[src/rtl/prime_sieve_engine.sv]
// prime_sieve_engine: Eratosthenes sieve over 0..max_prime, compacted into a readable prime list
// Ports:
//   clk, reset_n             clock (rising edge), asynchronous active-low reset
//   max_prime                inclusive sieve limit, latched on START
//   user_prime_ram_address   prime list index for readback
//   get_prime                readback strobe, honoured only while finished
//   calculate                start request, sampled in IDLE and DONE
//   finished                 prime list valid and engine idle
//   prime_ram_q              registered readback data (0 past the end of the list)
module prime_sieve_engine (
  input  logic       clk,
  input  logic       reset_n,
  input  logic [9:0] max_prime,
  input  logic [7:0] user_prime_ram_address,
  input  logic       get_prime,
  input  logic       calculate,
  output logic       finished,
  output logic [9:0] prime_ram_q
);
  typedef enum logic [2:0] {IDLE, START, CALC, POPULATE, DONE} state_t;
  state_t state_q, state_d;
  logic [1023:0] bits_q;
  logic [9:0] list_q [256];
  logic [9:0] max_r_q, max_r_d, pi_q, pi_d, prime_ram_d;
  logic [5:0] sqrt_q, sqrt_d, p_q, p_d;
  logic [10:0] m_q, m_d, m_nxt, i_q, i_d;
  logic [7:0] cnt_q, cnt_d;
  logic mark_q, mark_d, pv_q, pv_d, rd_q, bit_we, list_we;
  function automatic logic [5:0] isqrt(input logic [9:0] v);
    logic [5:0] r;
    r = '0;
    for (int k = 1; k < 32; k++)
      if (11'(k * k) <= {1'b0, v}) r = 6'(k);
    return r;
  endfunction
  assign finished = state_q == DONE;
  // 11-bit sum: one spare bit catches overflow past 1023 instead of wrapping
  assign m_nxt = m_q + {5'd0, p_q};
  always_comb begin
    state_d = state_q;
    max_r_d = max_r_q;
    sqrt_d = sqrt_q;
    p_d = p_q;
    m_d = m_q;
    mark_d = mark_q;
    i_d = i_q;
    pi_d = pi_q;
    pv_d = pv_q;
    cnt_d = cnt_q;
    bit_we = 1'b0;
    list_we = 1'b0;
    prime_ram_d = prime_ram_q;
    unique case (state_q)
      IDLE: state_d = calculate ? START : IDLE;
      START: begin
        max_r_d = max_prime;
        sqrt_d = isqrt(max_prime);
        p_d = 6'd2;
        mark_d = 1'b0;
        i_d = 11'd2;
        pv_d = 1'b0;
        cnt_d = '0;
        state_d = CALC;
      end
      CALC: begin
        // mark_q: striking multiples of p_q, one write per cycle starting at p*p
        if (mark_q) begin
          bit_we = 1'b1;
          m_d = m_nxt;
          if (m_nxt > {1'b0, max_r_q}) begin
            mark_d = 1'b0;
            p_d = p_q + 6'd1;
          end
        end else if (p_q > sqrt_q) state_d = POPULATE;
        else if (bits_q[{4'd0, p_q}]) p_d = p_q + 6'd1;
        else begin
          mark_d = 1'b1;
          m_d = {5'd0, p_q} * {5'd0, p_q};
        end
      end
      POPULATE: begin
        // rd_q holds the bit for pi_q one cycle after its address was issued
        if (pv_q && !rd_q) begin
          list_we = 1'b1;
          cnt_d = cnt_q + 8'd1;
        end
        if (i_q <= {1'b0, max_r_q}) begin
          pi_d = i_q[9:0];
          pv_d = 1'b1;
          i_d = i_q + 11'd1;
        end else begin
          pv_d = 1'b0;
          state_d = pv_q ? POPULATE : DONE;
        end
      end
      DONE: begin
        state_d = (calculate && max_prime != max_r_q) ? START : DONE;
        if (get_prime)
          prime_ram_d = user_prime_ram_address < cnt_q ? list_q[user_prime_ram_address] : '0;
      end
      default: state_d = IDLE;
    endcase
  end
  always_ff @(posedge clk or negedge reset_n)
    if (!reset_n) begin
      state_q <= IDLE;
      bits_q <= '0;
      max_r_q <= '0;
      sqrt_q <= '0;
      p_q <= '0;
      m_q <= '0;
      mark_q <= 1'b0;
      i_q <= '0;
      pi_q <= '0;
      pv_q <= 1'b0;
      rd_q <= 1'b0;
      cnt_q <= '0;
      prime_ram_q <= '0;
    end else begin
      state_q <= state_d;
      if (bit_we) bits_q[m_q[9:0]] <= 1'b1;
      max_r_q <= max_r_d;
      sqrt_q <= sqrt_d;
      p_q <= p_d;
      m_q <= m_d;
      mark_q <= mark_d;
      i_q <= i_d;
      pi_q <= pi_d;
      pv_q <= pv_d;
      rd_q <= bits_q[i_q[9:0]];
      cnt_q <= cnt_d;
      prime_ram_q <= prime_ram_d;
    end
  always_ff @(posedge clk)
    if (list_we) list_q[cnt_q] <= pi_q;
endmodule

[config.mk]
export PLATFORM = sky130hd
export DESIGN_NAME = prime_sieve_engine
export DESIGN_NICKNAME = d
export VERILOG_FILES = /design/src/rtl/prime_sieve_engine.sv
export SDC_FILE = /design/constraint.sdc
export NUM_CORES = 2
export LEC_CHECK = 0
export BUFFER_PORTS_ARGS = -buffer_cell sky130_fd_sc_hd__buf_4
export CAP_MARGIN = 10
export CORE_MARGIN = 1.5
export CORE_UTILIZATION = 30
export CTS_CLUSTER_SIZE = 12
export DETAILED_ROUTE_END_ITERATION = 7
export GPL_TIMING_DRIVEN = 0
export PLACE_DENSITY = 0.48
export SKIP_CTS_REPAIR_TIMING = 1
export SYNTH_ARGS = -nofsm -noshare
export SYNTH_HDL_FRONTEND = slang
export SYNTH_SLANG_ARGS = --single-unit
export TNS_END_PERCENT = 100
[constraint.sdc]
create_clock -name clk -period 4.9 [get_ports clk]
set_input_delay 0.735 -clock clk [delete_from_list [all_inputs] [get_ports clk]]
set_output_delay 0.735 -clock clk [all_outputs]
set_load 0.01 [all_outputs]
==> flow_metrics.py <==
metrics = {
    "grt": {
        "overflow": 0,
        "grt_max_degree": 183,
        "antenna_found_initial": 25,
        "grt_pass1_wl_mm": 679,
        "grt_usage_pct": 19.5,
        "grt_pass1_vias": 84600,
    },
    "timing": {
        "slew_viol_final": 0,
        "fin_hold_ws_ns": 0.176,
        "worst_slew_pin_slew_ns": 1.43,
        "hold_viol": 0,
        "tns_ns": -0.952,
        "finalWorstSetupSlack_ns": -0.314,
        "skew_ns": 0.0718,
        "fin_crit_ns": 5.21,
        "maxSlewHeadroom_pct": 4.57,
        "rsz0062_at_grt": "true",
        "setup_viol": 7,
        "max_freq_ghz": 0.192,
        "fin_crit_sh_pct": 106,
    },
    "worst_setup_path": {
        "worstPathRequired_ns": 5.74,
        "rrSetupSlack_ns": -0.31,
        "worstPathArrival_ns": 6.05,
        "reg2regPathDepth": 12,
        "critPathMaxFanout": 8,
        "path_class": "reg2reg",
        "crit_path_start_kind": "flip-flop",
        "timing.rr.end": "rd_q",
        "rr_startpoint": "i_q[2]",
        "end_kind": "flip-flop",
    },
    "logic_synthesis": {
        "ys_ff_latch": 3661,
        "yosysWarnings": 0,
        "async_flop_share_pct": 30.1,
        "seq_area_frac_synth_pct": 71.3,
        "ys.flop_type": "edfxtp_1",
        "synthesis.nets": 8085,
        "ys_types": 82,
        "netlist_instances": 7997,
        "synth_top_area_share_pct": 52.5,
        "synth_area_um2": 147000,
        "synth_top_area_cell": "edfxtp_1",
        "syn_area_per_cell_um2": 18.3,
        "synth_edf_count": 2560,
        "synth_area_leaders": "edfxtp_1 52%, dfrtp_1 19%, mux4_2 13%",
    },
    "pwr": {
        "leakagePower_nw": 61.2,
        "powerDensity_nw_per_um2": 437,
        "peakVddDrop_mv": 0.333,
    },
    "detailed_routing": {
        "drt_iter0_markers": 8537,
        "first_pass_iters": 6,
        "postRouteAntennaNets": 0,
        "num_vias": 82100,
        "routed_wl_mm": 489,
        "remaining_drc_errors": 0,
        "wl_per_cell_um": 32.0,
        "vias_per_cell": 5.37,
    },
    "clock_network": {
        "cts_sinks": 3661,
        "cts_root_buf": "clkbuf_16",
        "cts.clk_slew.worst_paths_ns": 0.06,
        "h-tree-depth": 5,
        "cts_buffers": 397,
        "cts_buffer_depth": 4,
        "clkLatencyLatePin_ns": 1.00,
        "cts_tree": "yes",
    },
    "outcome": {
        "violations": "negative setup slack",
        "status": "complete, but fails checks",
    },
    "min_path": {
        "hold_class": "in2reg",
        "hold_start": "max_prime[0]",
        "hold_depth": 3,
        "hold_end": "max_r_q[0]",
    },
    "placement": {
        "io_buffers": 26,
        "hpwlAfterDp_mm": 327,
        "postPlaceCellArea_um2": 157000,
        "gp_congestion": 0.911,
        "dp.cells": 14600,
    },
    "die": {
        "start_util_pct": 30.1,
        "die_w_um": 702,
        "io_pins": 33,
        "rows": 256,
        "die_area_um2": 493000,
        "fp.coreArea_um2": 486000,
        "die_h_um": 702,
    },
    "finish": {
        "fillCellCount": 45700,
        "final_layout_size_suffix_gt1_share_pct": 21.7,
        "final_area_um2": 170000,
        "instances_no_fill": 15300,
        "finalNetCount": 8605,
        "areaGrowthSynthToFinish_pct": 15.9,
    },
    "flow_run": {
        "cap_violations": 0,
    },
}
-- per-stage QoR --
step           setup WS [ns]  power (W)  utilization [%]
6_report              -0.314     0.0741             34.9
5_1_grt               -0.206     0.0760             34.9
4_1_cts               -0.556     0.0744             34.8
3_5_place_dp           -1.39     0.0452             32.2
3_3_place_gp           -9.84     0.0448             31.8
2_1_floorplan          0.890     0.0401                -
-- worst max-delay path, cell delays in order (launching register included) --
cell      delay (ns)
dfrtp_1         0.39
clkbuf_1        0.86
nor2b_1         0.22
clkbuf_1        0.79
clkbuf_1        0.59
buf_8           0.25
a22oi_1         0.10
nand2_1         0.18
a22oi_1         0.20
nand3_1         0.28
nand4_1         0.25
nor4_1          0.51
a31o_1          0.40
-- cell usage in the layout (no fill, tap or decap), drive strengths merged, types with 7 or more instances in the layout --
| cell type | instances |
|---|---|
| a22oi | 164 |
| clkbuf | 943 |
| diode | 14 |
| a21o | 522 |
| o22ai | 67 |
| nand2 | 182 |
| o21a | 8 |
| mux2i | 103 |
| nor3 | 40 |
| a31oi | 11 |
| inv | 53 |
| clkinv | 146 |
| nand4 | 20 |
| a22o | 146 |
| o21bai | 516 |
| fa | 9 |
| nor2b | 26 |
| mux2 | 33 |
| bufinv | 19 |
| nor2 | 380 |
| ha | 57 |
| nand3 | 61 |
| xor2 | 7 |
| xnor2 | 26 |
| nand2b | 21 |
| edfxtp | 2560 |
| dfrtp | 1101 |
| a31o | 11 |
| mux4 | 876 |
| a221oi | 128 |
| and2 | 15 |
| a21oi | 81 |
| o31ai | 13 |
| o21ai | 85 |
| buf | 293 |
-- cells in the mapped netlist, types with 8 or more instances --
cell and number:
a21o_1 521, a21oi_1 81, a221oi_1 128, a22o_1 146, a22oi_1 164, a31o_2 10
a31oi_1 11, and2_1 14, buf_1 35, buf_2 87, buf_4 40, buf_6 21
clkbuf_1 396, dfrtp_1 1101, edfxtp_1 2560, fa_1 9, ha_1 57, inv_1 45
mux2_2 33, mux2i_1 103, mux4_1 8, mux4_2 868, nand2_1 182, nand2b_1 21
nand3_1 60, nand4_1 20, nor2_1 380, nor2b_1 26, nor3_1 40, o21a_1 8
o21ai_0 48, o21ai_1 37, o21bai_1 516, o22ai_1 67, o31ai_1 13, xnor2_1 26
-- state kept, by name, summed over array words and instances, names as in the netlist --
signal,flops
max_r_q,10
pi_q,10
sqrt_q,5
i_q,11
rd_q,1
pv_q,1
p_q,6
list_q,2560
cnt_q,8
bits_q,1024
state_q,3
prime_ram_q,10
m_q,11
mark_q,1
-- report_power, final --
| group | switching, W | total [W] | internal (W) |
|---|---|---|---|
| Sequential | 0.000374 | 0.0346 | 0.0342 |
| Clock | 0.0127 | 0.0295 | 0.0168 |
| Combinational | 0.00725 | 0.0101 | 0.00282 |
| Total | 0.0203 | 0.0741 | 0.0538 |
-- worst max-delay path by stage --
stage                                    startpoint              to  slack, ns  depth (start not counted)
after floorplan                              p_q[1]         m_q[10]       0.89                         14
after global placement                      reset_n  prime_ram_q[0]      -9.84                          1
after detailed placement  user_prime_ram_address[1]  prime_ram_q[8]      -1.39                         12
after CTS                                    i_q[2]            rd_q      -0.56                         11
after global routing                     state_q[0]   list_q[72][6]      -0.21                          7
final                                        i_q[2]            rd_q      -0.31                         12
-- routing by layer --
layer,GRT usage [%],vias up,part of all wire (%)
met5,0,-,0.016
met4,7.90,12,4.7
met3,3.60,877,6.7
met2,31.8,3285,48
met1,25.7,44700,41
li1,-,33300,-
-- logic make-up after synthesis --
| logic type | Yosys count | synth area share [%] |
|---|---|---|
| adder cells (fa/ha/maj) | 66 | 0.610 |
| AND/OR/NAND/NOR | 789 | 2.37 |
| multiplexers | 1012 | 14.4 |
| buffers and inverters | 627 | 1.89 |
| flip-flops | 3661 | 71.3 |
| AO/OA/AOI/OAI | 1809 | 9.22 |
| XOR/XNOR | 33 | 0.197 |
-- area by class of cell --
cell class	instances	area (um2)	area share [%]
diodes	14	35.0	0.0206
plain buffers	578	2670	1.57
clock buffers	538	11000	6.50
clock inverters	175	1630	0.958
inverters	48	184	0.108
multi-input cells	3709	39600	23.4
flip-flops and latches	3661	104000	61.5
well taps	6450	8070	4.75
repair buffers	122	2050	1.21
Power figures use the tool's default switching activity.
